### config.mk
export PLATFORM = sky130hd
export DESIGN_NAME = uart_tx_arb_flat
export DESIGN_NICKNAME = d
export VERILOG_FILES = /design/src/rtl/uart_tx_arb_if.sv /design/src/rtl/uart_tx_arb.sv /design/src/flat_wrapper.sv
export SDC_FILE = /design/constraint.sdc
export NUM_CORES = 1
export LEC_CHECK = 0
export BUFFER_PORTS_ARGS = -buffer_cell sky130_fd_sc_hd__buf_2
export CAP_MARGIN = 5
export CORE_ASPECT_RATIO = 0.75
export CORE_MARGIN = 5
export CORE_UTILIZATION = 51
export CTS_BUF_LIST = sky130_fd_sc_hd__clkbuf_4 sky130_fd_sc_hd__clkbuf_8
export DETAILED_ROUTE_END_ITERATION = 10
export HOLD_SLACK_MARGIN = 0.08
export PLACE_DENSITY = 0.83
export RECOVER_POWER = 50
export SLEW_MARGIN = 40
export SYNTH_ARGS = -nofsm -noshare
export SYNTH_HDL_FRONTEND = slang
export SYNTH_SLANG_ARGS = --single-unit
### constraint.sdc
create_clock -name clk_i -period 2.88 [get_ports clk_i]
set_input_delay 0.144 -clock clk_i [delete_from_list [all_inputs] [get_ports clk_i]]
set_output_delay 0.144 -clock clk_i [all_outputs]
set_load 0.01 [all_outputs]
### src/rtl/uart_tx_arb_if.sv
// rtl/uart_tx_arb_if.sv - requester/transmitter signal bundle for uart_tx_arb
//
// Signal names carry their direction as seen from the arbiter (_i into it, _o out of it).
//   req0_data_i/req0_we_i/req0_full_o : requester 0 byte, push strobe, FIFO full
//   req1_data_i/req1_we_i/req1_full_o : requester 1 byte, push strobe, FIFO full
//   tx_data_o/tx_we_o/tx_ready_i      : byte, send strobe and idle flag of the UART transmitter
//   grant_o                           : requester that owns the current or last transfer
//   busy_o                            : work pending in a FIFO or a transfer in progress
// The arbiter connects through the slave modport; whatever drives it connects through master.
interface uart_tx_arb_if;
    logic [7:0] req0_data_i;
    logic       req0_we_i;
    logic       req0_full_o;
    logic [7:0] req1_data_i;
    logic       req1_we_i;
    logic       req1_full_o;
    logic [7:0] tx_data_o;
    logic       tx_we_o;
    logic       tx_ready_i;
    logic       grant_o;
    logic       busy_o;

    modport slave (
        input  req0_data_i, req0_we_i, req1_data_i, req1_we_i, tx_ready_i,
        output req0_full_o, req1_full_o, tx_data_o, tx_we_o, grant_o, busy_o
    );

    modport master (
        output req0_data_i, req0_we_i, req1_data_i, req1_we_i, tx_ready_i,
        input  req0_full_o, req1_full_o, tx_data_o, tx_we_o, grant_o, busy_o
    );
endinterface

### src/rtl/uart_tx_arb.sv
// rtl/uart_tx_arb.sv - two-requester byte arbiter feeding one UART transmitter
//
// Each requester pushes bytes into its own 2^FIFO_AW-deep FIFO. An FSM
// (IDLE -> ISSUE -> WAIT_LO -> WAIT_HI) pops one byte at a time, pulses
// tx_we_o for one cycle and then follows tx_ready_i low and back high before
// the next byte. With both FIFOs non-empty the requester that did not own the
// last transfer wins; the very first tie after reset goes to requester 0.
//
// Ports:
//   clk_i  : sole clock, all state on the rising edge
//   rst_i  : synchronous reset, active high
//   bus    : uart_tx_arb_if.slave (requester pushes/full flags, transmitter
//            data/strobe/ready, grant and busy)
//
// Optional feature: define UART_ARB_LINE_LOCK_EN to keep a granted requester
// exclusively eligible until it sends 0x0A, or until its FIFO has been empty
// for LOCK_TMO consecutive IDLE cycles.
module uart_tx_arb #(
    parameter int FIFO_AW  = 2,
    parameter int LOCK_TMO = 1023
) (
    input logic          clk_i,
    input logic          rst_i,
    uart_tx_arb_if.slave bus
);

    localparam int               DEPTH     = 1 << FIFO_AW;
    localparam logic [FIFO_AW:0] DEPTH_CNT = {1'b1, {FIFO_AW{1'b0}}};

    typedef enum logic [1:0] {IDLE, ISSUE, WAIT_LO, WAIT_HI} state_t;

    state_t             state_q;
    logic [7:0]         tx_data_q;
    logic               tx_we_q;
    logic               grant_q;
    logic               granted_q;   // set once any byte has been issued since reset

    logic [7:0]         mem_q    [2][DEPTH];
    logic [FIFO_AW-1:0] wr_ptr_q [2];
    logic [FIFO_AW-1:0] rd_ptr_q [2];
    logic [FIFO_AW:0]   cnt_q    [2];
    logic [FIFO_AW:0]   cnt_d    [2];
    logic               full_q   [2];
    logic               push     [2];
    logic               pop      [2];
    logic [7:0]         push_data[2];
    logic               push_we  [2];

    logic               elig0, elig1;
    logic               pick_valid;
    logic               pick_idx;
    logic               issue;
    logic [7:0]         head;

`ifdef UART_ARB_LINE_LOCK_EN
    localparam int LCW = (LOCK_TMO > 0) ? $clog2(LOCK_TMO + 1) : 1;
    logic           lock_q;      // owner is always grant_q
    logic [LCW-1:0] lock_cnt_q;  // consecutive IDLE cycles with the owner's FIFO empty
`endif

    assign push_data[0] = bus.req0_data_i;
    assign push_data[1] = bus.req1_data_i;
    assign push_we[0]   = bus.req0_we_i;
    assign push_we[1]   = bus.req1_we_i;

    // Arbitration and FIFO bookkeeping
    always_comb begin
        elig0 = (cnt_q[0] != '0);
        elig1 = (cnt_q[1] != '0);
`ifdef UART_ARB_LINE_LOCK_EN
        if (lock_q) begin
            elig0 = elig0 && !grant_q;
            elig1 = elig1 && grant_q;
        end
`endif
        pick_valid = elig0 || elig1;
        if (elig0 && elig1) begin
            pick_idx = granted_q ? !grant_q : 1'b0;
        end else begin
            pick_idx = elig1;
        end
        issue = (state_q == IDLE) && bus.tx_ready_i && pick_valid;
        head  = mem_q[pick_idx][rd_ptr_q[pick_idx]];

        pop[0] = issue && !pick_idx;
        pop[1] = issue && pick_idx;
        for (int i = 0; i < 2; i++) begin
            // full_q is the registered flag, so a push into a full FIFO is
            // refused even when the same edge pops it.
            push[i]  = push_we[i] && !full_q[i];
            cnt_d[i] = cnt_q[i] + {{FIFO_AW{1'b0}}, push[i]} - {{FIFO_AW{1'b0}}, pop[i]};
        end
    end

    always_ff @(posedge clk_i) begin
        for (int i = 0; i < 2; i++) begin
            if (push[i]) begin
                mem_q[i][wr_ptr_q[i]] <= push_data[i];
            end
        end
    end

    always_ff @(posedge clk_i) begin
        if (rst_i) begin
            for (int i = 0; i < 2; i++) begin
                wr_ptr_q[i] <= '0;
                rd_ptr_q[i] <= '0;
                cnt_q[i]    <= '0;
                full_q[i]   <= 1'b0;
            end
        end else begin
            for (int i = 0; i < 2; i++) begin
                if (push[i]) begin
                    wr_ptr_q[i] <= wr_ptr_q[i] + 1'b1;
                end
                if (pop[i]) begin
                    rd_ptr_q[i] <= rd_ptr_q[i] + 1'b1;
                end
                cnt_q[i]  <= cnt_d[i];
                full_q[i] <= (cnt_d[i] == DEPTH_CNT);
            end
        end
    end

    // Transfer FSM with registered outputs
    always_ff @(posedge clk_i) begin
        if (rst_i) begin
            state_q    <= IDLE;
            tx_data_q  <= 8'h00;
            tx_we_q    <= 1'b0;
            grant_q    <= 1'b0;
            granted_q  <= 1'b0;
`ifdef UART_ARB_LINE_LOCK_EN
            lock_q     <= 1'b0;
            lock_cnt_q <= '0;
`endif
        end else begin
            case (state_q)
                IDLE: begin
                    if (issue) begin
                        tx_data_q <= head;
                        tx_we_q   <= 1'b1;
                        grant_q   <= pick_idx;
                        granted_q <= 1'b1;
                        state_q   <= ISSUE;
`ifdef UART_ARB_LINE_LOCK_EN
                        // A newline ends the line; anything else (re)arms the lock.
                        lock_q     <= (head != 8'h0A);
                        lock_cnt_q <= '0;
`endif
                    end
`ifdef UART_ARB_LINE_LOCK_EN
                    else if (lock_q) begin
                        if (cnt_q[grant_q] != '0) begin
                            lock_cnt_q <= '0;
                        end else if (lock_cnt_q == LCW'(LOCK_TMO)) begin
                            lock_q     <= 1'b0;
                            lock_cnt_q <= '0;
                        end else begin
                            lock_cnt_q <= lock_cnt_q + 1'b1;
                        end
                    end
`endif
                end
                ISSUE: begin
                    tx_we_q <= 1'b0;
                    state_q <= WAIT_LO;
                end
                WAIT_LO: begin
                    if (!bus.tx_ready_i) begin
                        state_q <= WAIT_HI;
                    end
                end
                WAIT_HI: begin
                    if (bus.tx_ready_i) begin
                        state_q <= IDLE;
                    end
                end
                default: state_q <= IDLE;
            endcase
        end
    end

    assign bus.req0_full_o = full_q[0];
    assign bus.req1_full_o = full_q[1];
    assign bus.tx_data_o   = tx_data_q;
    assign bus.tx_we_o     = tx_we_q;
    assign bus.grant_o     = grant_q;
    assign bus.busy_o      = (cnt_q[0] != '0) || (cnt_q[1] != '0) || (state_q != IDLE);

endmodule

### src/flat_wrapper.sv
// flat-port wrapper written by rule: the top's interface ports become plain ports
module uart_tx_arb_flat 
#(
    parameter int FIFO_AW  = 2,
    parameter int LOCK_TMO = 1023
)
  (clk_i, rst_i, bus_req0_data_i, bus_req0_we_i, bus_req1_data_i, bus_req1_we_i, bus_tx_ready_i, bus_req0_full_o, bus_req1_full_o, bus_tx_data_o, bus_tx_we_o, bus_grant_o, bus_busy_o);
  uart_tx_arb_if bus_i ();
  input logic clk_i;
  input logic rst_i;
  input wire logic [$bits(bus_i.req0_data_i)-1:0] bus_req0_data_i;
  input wire logic [$bits(bus_i.req0_we_i)-1:0] bus_req0_we_i;
  input wire logic [$bits(bus_i.req1_data_i)-1:0] bus_req1_data_i;
  input wire logic [$bits(bus_i.req1_we_i)-1:0] bus_req1_we_i;
  input wire logic [$bits(bus_i.tx_ready_i)-1:0] bus_tx_ready_i;
  output wire logic [$bits(bus_i.req0_full_o)-1:0] bus_req0_full_o;
  output wire logic [$bits(bus_i.req1_full_o)-1:0] bus_req1_full_o;
  output wire logic [$bits(bus_i.tx_data_o)-1:0] bus_tx_data_o;
  output wire logic [$bits(bus_i.tx_we_o)-1:0] bus_tx_we_o;
  output wire logic [$bits(bus_i.grant_o)-1:0] bus_grant_o;
  output wire logic [$bits(bus_i.busy_o)-1:0] bus_busy_o;
  assign bus_i.req0_data_i = bus_req0_data_i;
  assign bus_i.req0_we_i = bus_req0_we_i;
  assign bus_i.req1_data_i = bus_req1_data_i;
  assign bus_i.req1_we_i = bus_req1_we_i;
  assign bus_i.tx_ready_i = bus_tx_ready_i;
  assign bus_req0_full_o = bus_i.req0_full_o;
  assign bus_req1_full_o = bus_i.req1_full_o;
  assign bus_tx_data_o = bus_i.tx_data_o;
  assign bus_tx_we_o = bus_i.tx_we_o;
  assign bus_grant_o = bus_i.grant_o;
  assign bus_busy_o = bus_i.busy_o;
  uart_tx_arb #(.FIFO_AW(FIFO_AW), .LOCK_TMO(LOCK_TMO)) u_core (.clk_i(clk_i), .rst_i(rst_i), .bus(bus_i));
endmodule
# Word-level counts from Yosys, hierarchy flattened
# Memories as Yosys holds them, arrays and structs flattened.
# Index checks and enable logic that the tools add are counted.
[word_totals]
register_bits = 13
ram_bits = 80
inputBits = 21
output_inout_bits = 13
word_cells = 105
memories = 5
[op_classes]
n_addsub = 8
n_lt_le_gt_ge = 5
n_eq_ne = 8
n_mux = 40
n_bitwise = 11
n_reduce_logical = 23
[mem_list]
columns = ["memory", "depth", "word_bits", "rd", "rd_clocked_by_memory_dff", "write_ports", "line", "rtl"]
rows = [
  ["u_core.mem_q", 2, 32, 1, 0, 2, "uart_tx_arb.sv:38", "logic [7:0] mem_q [2][DEPTH];"],
  ["u_core.cnt_q", 2, 3, 2, 0, 2, "uart_tx_arb.sv:41", "logic [FIFO_AW:0] cnt_q [2];"],
  ["u_core.rd_ptr_q", 2, 2, 3, 0, 2, "uart_tx_arb.sv:40", "logic [FIFO_AW-1:0] rd_ptr_q [2];"],
  ["u_core.wr_ptr_q", 2, 2, 2, 0, 2, "uart_tx_arb.sv:39", "logic [FIFO_AW-1:0] wr_ptr_q [2];"],
  ["u_core.full_q", 2, 1, 2, 0, 2, "uart_tx_arb.sv:43", "logic full_q [2];"],
]
[op_table]
columns = ["operator", "count"]
rows = [
  ["2-to-1 mux 32 bit", 2],
  ["demux 8 bit (select 2 bit)", 2],
  ["2-to-1 mux 8 bit", 4],
  ["2-to-1 mux 1 bit", 20],
  ["binary-select mux 8 bit (select 2 bit)", 1],
  ["2-to-1 mux 2 bit", 7],
  [">= comparator 3 bit, second input constant", 3],
  ["logical AND 1 bit", 9],
  ["NOT 2 -> 3 bit", 3],
  ["adder 2 x 1 -> 2 bit, second input constant", 4],
  ["OR 1 bit", 8],
  ["one-hot mux 2 bit (4 select lines)", 1],
  ["adder 3 x 1 -> 3 bit", 2],
  ["== test 3 bit, second input constant", 2],
  ["< comparator 3 x 1 -> 1 bit, second input constant", 2],
  ["2-to-1 mux 3 bit", 2],
  ["nonzero test 3 bit", 2],
  ["subtractor 3 x 1 -> 3 bit", 2],
  ["== test 2 bit, second input constant", 2],
  ["zero test 1 bit", 4],
  ["inequality test 2 bit, second input constant", 2],
  ["AND reduction 2 bit", 2],
  ["nonzero test 2 bit", 2],
  ["AND reduction 3 bit", 1],
  ["other kinds (5)", 6],
]

# Logic depth before layout (Yosys ltp)
# Gate-level depths: netlist of the first run.
[logic_depth]
word_depth = 9
mapped_depth = 15
depth_no_buf = 15

# Worst setup path after synthesis of the first run
# Ideal clock, no wire load.
[synth_timing]
kind = "flip-flop to flip-flop"
startpoint = "register u_core.state_q[0]"
endpoint = "memory u_core.full_q[1][0] (netlist: u_core.full_q[0][1])"
setup_ns = 0.060
arrival_time_ns = 2.685
required_ns = 2.820
slack_ns = 0.135
stages_incl_launch_ff = 16
n_path_buf = 0
synth_period_minus_slack_ns = 2.745
path_cell_list = "dfxtp_1 inv_1 ha_1 nand2_1 a21o_1 or2_1 inv_1 ha_1 inv_1 ha_1 inv_1 fa_1 xor2_1 and2_1 nor3_1 and3b_1"
[synth_rtl]
columns = ["item", "line", "rtl"]
rows = [
  ["start, declared", "uart_tx_arb.sv:32", "state_t state_q;"],
  ["start signal, assigned", "uart_tx_arb.sv:128", "state_q <= IDLE;"],
  ["start signal, assigned", "uart_tx_arb.sv:145", "state_q <= ISSUE;"],
  ["start signal, assigned", "uart_tx_arb.sv:167", "state_q <= WAIT_LO;"],
  ["end, declared", "uart_tx_arb.sv:43", ""],
]

==> results of run 1 <==
-- placed cells by master (no fill, tap or decap), types with 3 or more instances in the layout --
cell type and instances:
inv_1 11, dfxtp_1 19, a211oi_1 8, nor2b_1 6, ha_1 16, dlygate4sd3_1 17
or2_1 3, nor3_2 3, nand2b_1 3, mux2i_1 9, edfxtp_1 72, clkbuf_8 10
nor2_1 19, buf_2 5, nor3_1 6, clkbuf_1 28, inv_4 3, and2_1 11
mux4_2 16, a21oi_1 4, buf_4 5
-- layer usage --
metal	global-route usage, %	up-vias	wire, um
li1	-	1024	-
met1	20.6	1057	3100
met2	25.1	43	3280
met3	4.30	11	361
met4	5.64	0	109
met5	0	-	0
-- power by group --
part	total, W	internal, W	switching, W
registers	0.00196	0.00175	0.000216
clock network	0.000796	0.000350	0.000446
logic	0.00145	0.000689	0.000762
-- worst max-delay path by stage --
stage                                   start                        endpoint  cells past startpoint  slack [ns]
6_report       u_core.state_q[0]$_SDFFE_PP0P_  u_core.full_q[0][1]$_SDFF_PP0_                     15        0.12
5_1_grt        u_core.state_q[0]$_SDFFE_PP0P_  u_core.full_q[0][1]$_SDFF_PP0_                     15       -0.07
4_1_cts        u_core.state_q[0]$_SDFFE_PP0P_  u_core.full_q[0][1]$_SDFF_PP0_                     15        0.03
3_5_place_dp   u_core.state_q[0]$_SDFFE_PP0P_  u_core.full_q[0][1]$_SDFF_PP0_                     15        0.03
3_3_place_gp   u_core.state_q[0]$_SDFFE_PP0P_  u_core.full_q[0][1]$_SDFF_PP0_                     15        0.15
2_1_floorplan  u_core.state_q[0]$_SDFFE_PP0P_  u_core.full_q[0][1]$_SDFF_PP0_                     15        0.13
-- layout make-up --
cell class | count | area share (%)
sequential | 93 | 56.9
multi-input combinational | 130 | 27.9
timing repair buffer | 55 | 7.43
clock buffer | 11 | 3.19
tap | 101 | 2.78
inverter | 13 | 1.07
clock inverter | 5 | 0.716
-- sequential cells by signal (all words and copies together), names as in the netlist --
register	flops
u_core.state_q	2
u_core.bus.grant_o	1
u_core.full_q	2
u_core.mem_q	64
u_core.wr_ptr_q	4
u_core.bus.tx_we_o	1
u_core.rd_ptr_q	4
u_core.granted_q	1
u_core.cnt_q	6
u_core.bus.tx_data_o	8
-- what timing repair did --
action,in CTS,in global routing
setup buffers,0,1
hold buffers,17,0
hold endpoints to repair,65,0
pin swaps,0,2
resized for setup,1,8
endpoints found under the setup margin,1,2
-- cell families (layout without fill, tap and decap cells) --
| kind of cell | after synthesis | after routing | synth area share [%] |
|---|---|---|---|
| buf+inv | 22 | 84 | 2.61 |
| flops | 93 | 93 | 65.6 |
| xor+xnor | 4 | 4 | 0.890 |
| simple gates | 63 | 63 | 9.09 |
| mux | 26 | 26 | 11.7 |
| fa+ha+maj | 19 | 19 | 6.42 |
| compound gates | 18 | 18 | 3.69 |
-- metrics by stage --
step	utilization [%]	power (W)	hold slack, ns	std cells	cell area (um2)
floorplan	-	0.00301	0.229	245	3940
global placement	56.6	0.00336	0.357	374	4210
detailed placement	56.6	0.00341	0.368	374	4210
CTS	61.3	0.00423	0.228	407	4560
global route	61.2	0.00451	0.278	408	4550
finish	61.2	0.00421	0.243	408	4550
==> summary.md, run 1 <==
| Metric | Value |
|---|---|
| Status | finished, final reports clean |
| Syn Std Cell Area | 3940 um2 |
| First-pass GRT wire length | 11,400 um |
| Worst R2R Start | u_core.state_q[0]$_SDFFE_PP0P_ |
| CP Class | register to register |
| Max incr delay on CP | 0.39 ns |
| CP bufs+invs | 4 |
| Sequential-to-total area share from yosys stat | 65.6% |
| Vias in the first global route | 2,263 |
| Synth warn | 0 |
| Power per Cell Area | 926 nW/um2 |
| CP Cell Sequence | inv_2 > ha_2 > nand2_2 > a21o_1 > or2_4 > inv_1 > ha_1 > inv_1 > ha_1 > inv_1 > fa_1 > xor2_1 > and2_1 > nor3_2 > and3b_1 |
| Number of failing hold endpoints at the final stage | 0 |
| Startpoint types | register |
| Pin count of the biggest net entering global routing | 31 |
| Count leader, synth | edfxtp_1 |
| Synth Instances | 245 |
| Cells on worst reg2reg path | 15 |
| DRT antenna net count | 0 |
| Critical path endpoint category | register |
| Global route overflow | 0 |
| Cts bufs inserted | 9 |
| Die span in x | 111 um |
| FILL cells | 596 |
| Antenna violations before repair | 0 |
| Initial core utilization | 53.0% |
| Share of the synthesized area in the top cell type | 54.9% |
| CP delay by family, top | adder cells |
| Unrepaired setup endpoints after global routing | yes |
| Initial detailed-routing violation count | 124 |
| Arr. time, crit path | 3.06 ns |
| Area occupied by multi-input gates | 1270 um2 |
| Root buffer cell | clkbuf_8 |
| Slowest-stage cell, CP | fa_1 |
| Area Overhead vs Synth | 15.4% |
| Worst slew pin tran | 0.610 ns |
| Most frequent CP cell | inv_1 |
| GPL Wtd Cong | 0.773 |
| First-pass DRT Iterations | 4 |
| Clk_skew | 0.0152 ns |
| # setup viols final | 0 |
| Tcrit/Tclk final | 95.7% |
| Final setup margin | 0.123 ns |
| Hold Crit Class | input port to register |
| IO Port Bufs | 33 |
| Min-delay src | rst_i |
| TritonCTS clock tree | yes |
| CTS Buffer Depth | 2 |
| Reg area | 2580 um2 |
| Worst r2r dst | u_core.full_q[0][1]$_SDFF_PP0_ |
| DRC violations left | 0 |
| Drt total wl | 6850 um |
| EDFF count, synth | 72 |
| Drt wl/cell | 16.8 um |
| Clk_lat worst skew | 0.36 ns |
| Yosys cell types | 34 |
| Pre-CTS WS | 0.0269 ns |
| Post-DP HPWL | 4890 um |
| Pleak | 1.65 nW |
| Hold EP | u_core.cnt_q[0][3]$_SDFF_PP0_ |
| Number of max-cap violations | 0 |
| Vias | 2,135 |
| Fmax | 363 MHz |
| Post-synth ARST share | 0% |
| Top post-synthesis cells by count | 72 x edfxtp_1, 21 x dfxtp_1, 19 x nor2_1 |
| H-tree depth | 3 |
| Clock transition at the registers of the reported paths | 0.10 ns |
| Share of cells above drive strength 1 | 18.6% |
| I/O pins | 34 |
| Normalized max-slew margin | 59.4% |
| Num rows | 27 |
| Chip Height | 86.1 um |
| Hold Crit Depth | 2 |
| Total track usage | 15.6% |
| Post-Syn Area per Cell | 16.1 um2 |
| Final TNS setup | 0 ns |
| Worst-path fanout max | 4 |
| Final net count | 342 |
| Post-Syn Nets | 285 |
| FF+latch count, synth | 93 |
| Peak supply drop | 0.372 mV |
| Number of diodes | 0 |
| Area contributors post-synth | edfxtp_1 55%, dfxtp_1 11%, mux4_2 9.2% |
| Core region area | 7430 um2 |
| Ys flop type | edfxtp_1 |
| Area leader, netlist | edfxtp_1 |
| Reg2Reg Setup Slack | 0.12 ns |
| Die area | 9600 um2 |
| Final Max Tran Viols | 0 |
| Vias per inst | 5.23 |
| Sink Count | 93 |
| CP required | 3.18 ns |
| Final min period | 2.76 ns |
No activity file was read; power rests on OpenSTA's default activity.
==> run 2: changes to the inputs <==
Settings changed: PLACE_DENSITY 0.83 to 0.8, REMOVE_ABC_BUFFERS from default to 1.
Clock period 2.88 ns to 3.2 ns, I/O delays scaled along.
==> run 2 against run 1 <==
Net effect: routed wire length up 2.0%; critical path depth unchanged; total power down 13%; non-clock buffer count down 4; count of clock-buffer cells in the layout down 2; design area down 1.2%; combinational power down 16%; worst setup slack better by 0.053 ns; sequential share of layout area up 0.63 points; maximum frequency down 8.8%; via count down 0.89%; critical endpoint unchanged.
==> summary.md, run 2 (synthesized netlist as in run 1, its figures left out) <==
| Metric | Value |
|---|---|
| Status | finished, final reports clean |
| Final min period | 3.02 ns |
| Post-CTS sizing | 0 |
| Worst-path fanout max | 6 |
| Normalized max-slew margin | 56.3% |
| Initial detailed-routing violation count | 149 |
| Sink Count | 93 |
| H-tree depth | 3 |
| Vias in the first global route | 2,280 |
| Arr. time, crit path | 3.32 ns |
| IO Port Bufs | 33 |
| Pleak | 1.61 nW |
| First-pass GRT wire length | 11,600 um |
| DRC violations left | 0 |
| Cells on worst reg2reg path | 15 |
| Pin count of the biggest net entering global routing | 31 |
| Vias per inst | 5.24 |
| Startpoint types | register |
| Final Max Tran Viols | 0 |
| Crit path to | u_core.full_q[0][1]$_SDFF_PP0_ |
| Hold Crit Class | input port to register |
| Commonest non-fill, non-tap cell in the layout | edfxtp_1 |
| Number of diodes | 0 |
| Total track usage | 16.0% |
| Fmax | 331 MHz |
| FILL cells | 570 |
| Drt total wl | 6980 um |
| Die area | 9600 um2 |
| Vias | 2,116 |
| Drt wl/cell | 17.3 um |
| Core region area | 7430 um2 |
| Share of cells above drive strength 1 | 14.2% |
| CP required | 3.50 ns |
| Clock transition at the registers of the reported paths | 0.09 ns |
| First-pass DRT Iterations | 4 |
| CTS Buffer Depth | 2 |
| # setup viols final | 0 |
| Final net count | 338 |
| Max reg flops | 64 |
| Critical path endpoint category | register |
| DRT antenna net count | 0 |
| Unrepaired setup endpoints after global routing | no |
| Root buffer cell | clkbuf_8 |
| Tcrit/Tclk final | 94.5% |
| CP startpoint | u_core.state_q[0]$_SDFFE_PP0P_ |
| Post-DP HPWL | 4870 um |
| Cts bufs inserted | 9 |
| Area Overhead vs Synth | 14.1% |
| Antenna violations before repair | 0 |
| Clk_skew | 0.0107 ns |
| Number of max-cap violations | 0 |
| Worst Hold Slack | 0.274 ns |
| Worst r2r dst | u_core.full_q[0][1]$_SDFF_PP0_ |
| Most frequent cells in the layout | 72 x edfxtp_1, 28 x clkbuf_1, 21 x dfxtp_1 |
| Clk_lat worst skew | 0.35 ns |
| Global route overflow | 0 |
| Power per Cell Area | 818 nW/um2 |
| Final TNS setup | 0 ns |
| Num rows | 27 |
| I/O pins | 34 |
| Post-CTS Hold Fix Bufs | 17 |
| GPL Wtd Cong | 0.741 |
| Worst R2R Start | u_core.state_q[0]$_SDFFE_PP0P_ |
| CP Class | register to register |
| Chip Height | 86.1 um |
| Initial core utilization | 53.0% |
| Die span in x | 111 um |
| Number of failing hold endpoints at the final stage | 0 |
| TritonCTS clock tree | yes |
| Worst slew pin tran | 0.656 ns |
| Reg2Reg Setup Slack | 0.18 ns |
| Peak supply drop | 0.355 mV |
| Setup Buffers After CTS | 0 |
run 2: worst min path at each step:
stage                  startpoint                            end  slack [ns]  cells after the start
2_1_floorplan               rst_i  u_core.cnt_q[0][1]$_SDFF_PP0_        0.23                      1
3_3_place_gp   bus_req1_data_i[0]   u_core.mem_q[1][8]$_DFFE_PP_        0.37                      1
3_5_place_dp   bus_req1_data_i[0]  u_core.mem_q[1][16]$_DFFE_PP_        0.38                      1
4_1_cts                     rst_i  u_core.granted_q$_SDFFE_PP0P_        0.27                      2
5_1_grt                     rst_i  u_core.cnt_q[0][1]$_SDFF_PP0_        0.30                      2
6_report                    rst_i  u_core.granted_q$_SDFFE_PP0P_        0.27                      2
run 2: final cells by class:
cell class	instances	area (um2)	share of cell area, %
clock buffer	9	124	2.76
clock inverter	7	50.0	1.11
inverter	13	48.8	1.09
multi-input combinational	130	1250	27.9
sequential	93	2580	57.5
tap	101	126	2.81
timing repair buffer	51	308	6.85
run 2: power breakdown:
| part | internal, W | leakage [nW] | switching [W] |
|---|---|---|---|
| Combinational | 0.000563 | 0.684 | 0.000656 |
| Clock | 0.000283 | 0.0832 | 0.000398 |
| Sequential | 0.00157 | 0.845 | 0.000204 |
run 2: per-stage QoR:
stage | cell area [um2] | power, W | utilization (%) | instances | worst slack, ns
after floorplan | 3880 | 0.00265 | - | 236 | 0.455
after global placement | 4180 | 0.00298 | 56.3 | 371 | 0.339
after detailed placement | 4180 | 0.00303 | 56.3 | 371 | 0.194
after CTS | 4530 | 0.00372 | 60.9 | 404 | 0.169
after global routing | 4490 | 0.00393 | 60.4 | 404 | 0.0253
final | 4490 | 0.00367 | 60.4 | 404 | 0.177
run 2: worst max-delay path, cell delays in order, from the launching register on:
cell and delay, ns:
dfxtp_1 0.35, inv_1 0.16, ha_1 0.25, nand2_1 0.13
a21o_1 0.23, or2_1 0.28, inv_1 0.07, ha_1 0.22
inv_1 0.06, ha_1 0.13, inv_1 0.05, fa_1 0.39
xor2_1 0.16, and2_1 0.16, nor3_1 0.16, and3b_1 0.18
run 2: layer usage:
layer	track usage [%]	wire length, um	vias to the layer above
met5	0	0	-
met4	4.75	81	0
met3	5.36	461	8
met2	26.6	3460	58
met1	20.2	2980	1037
li1	-	-	1013
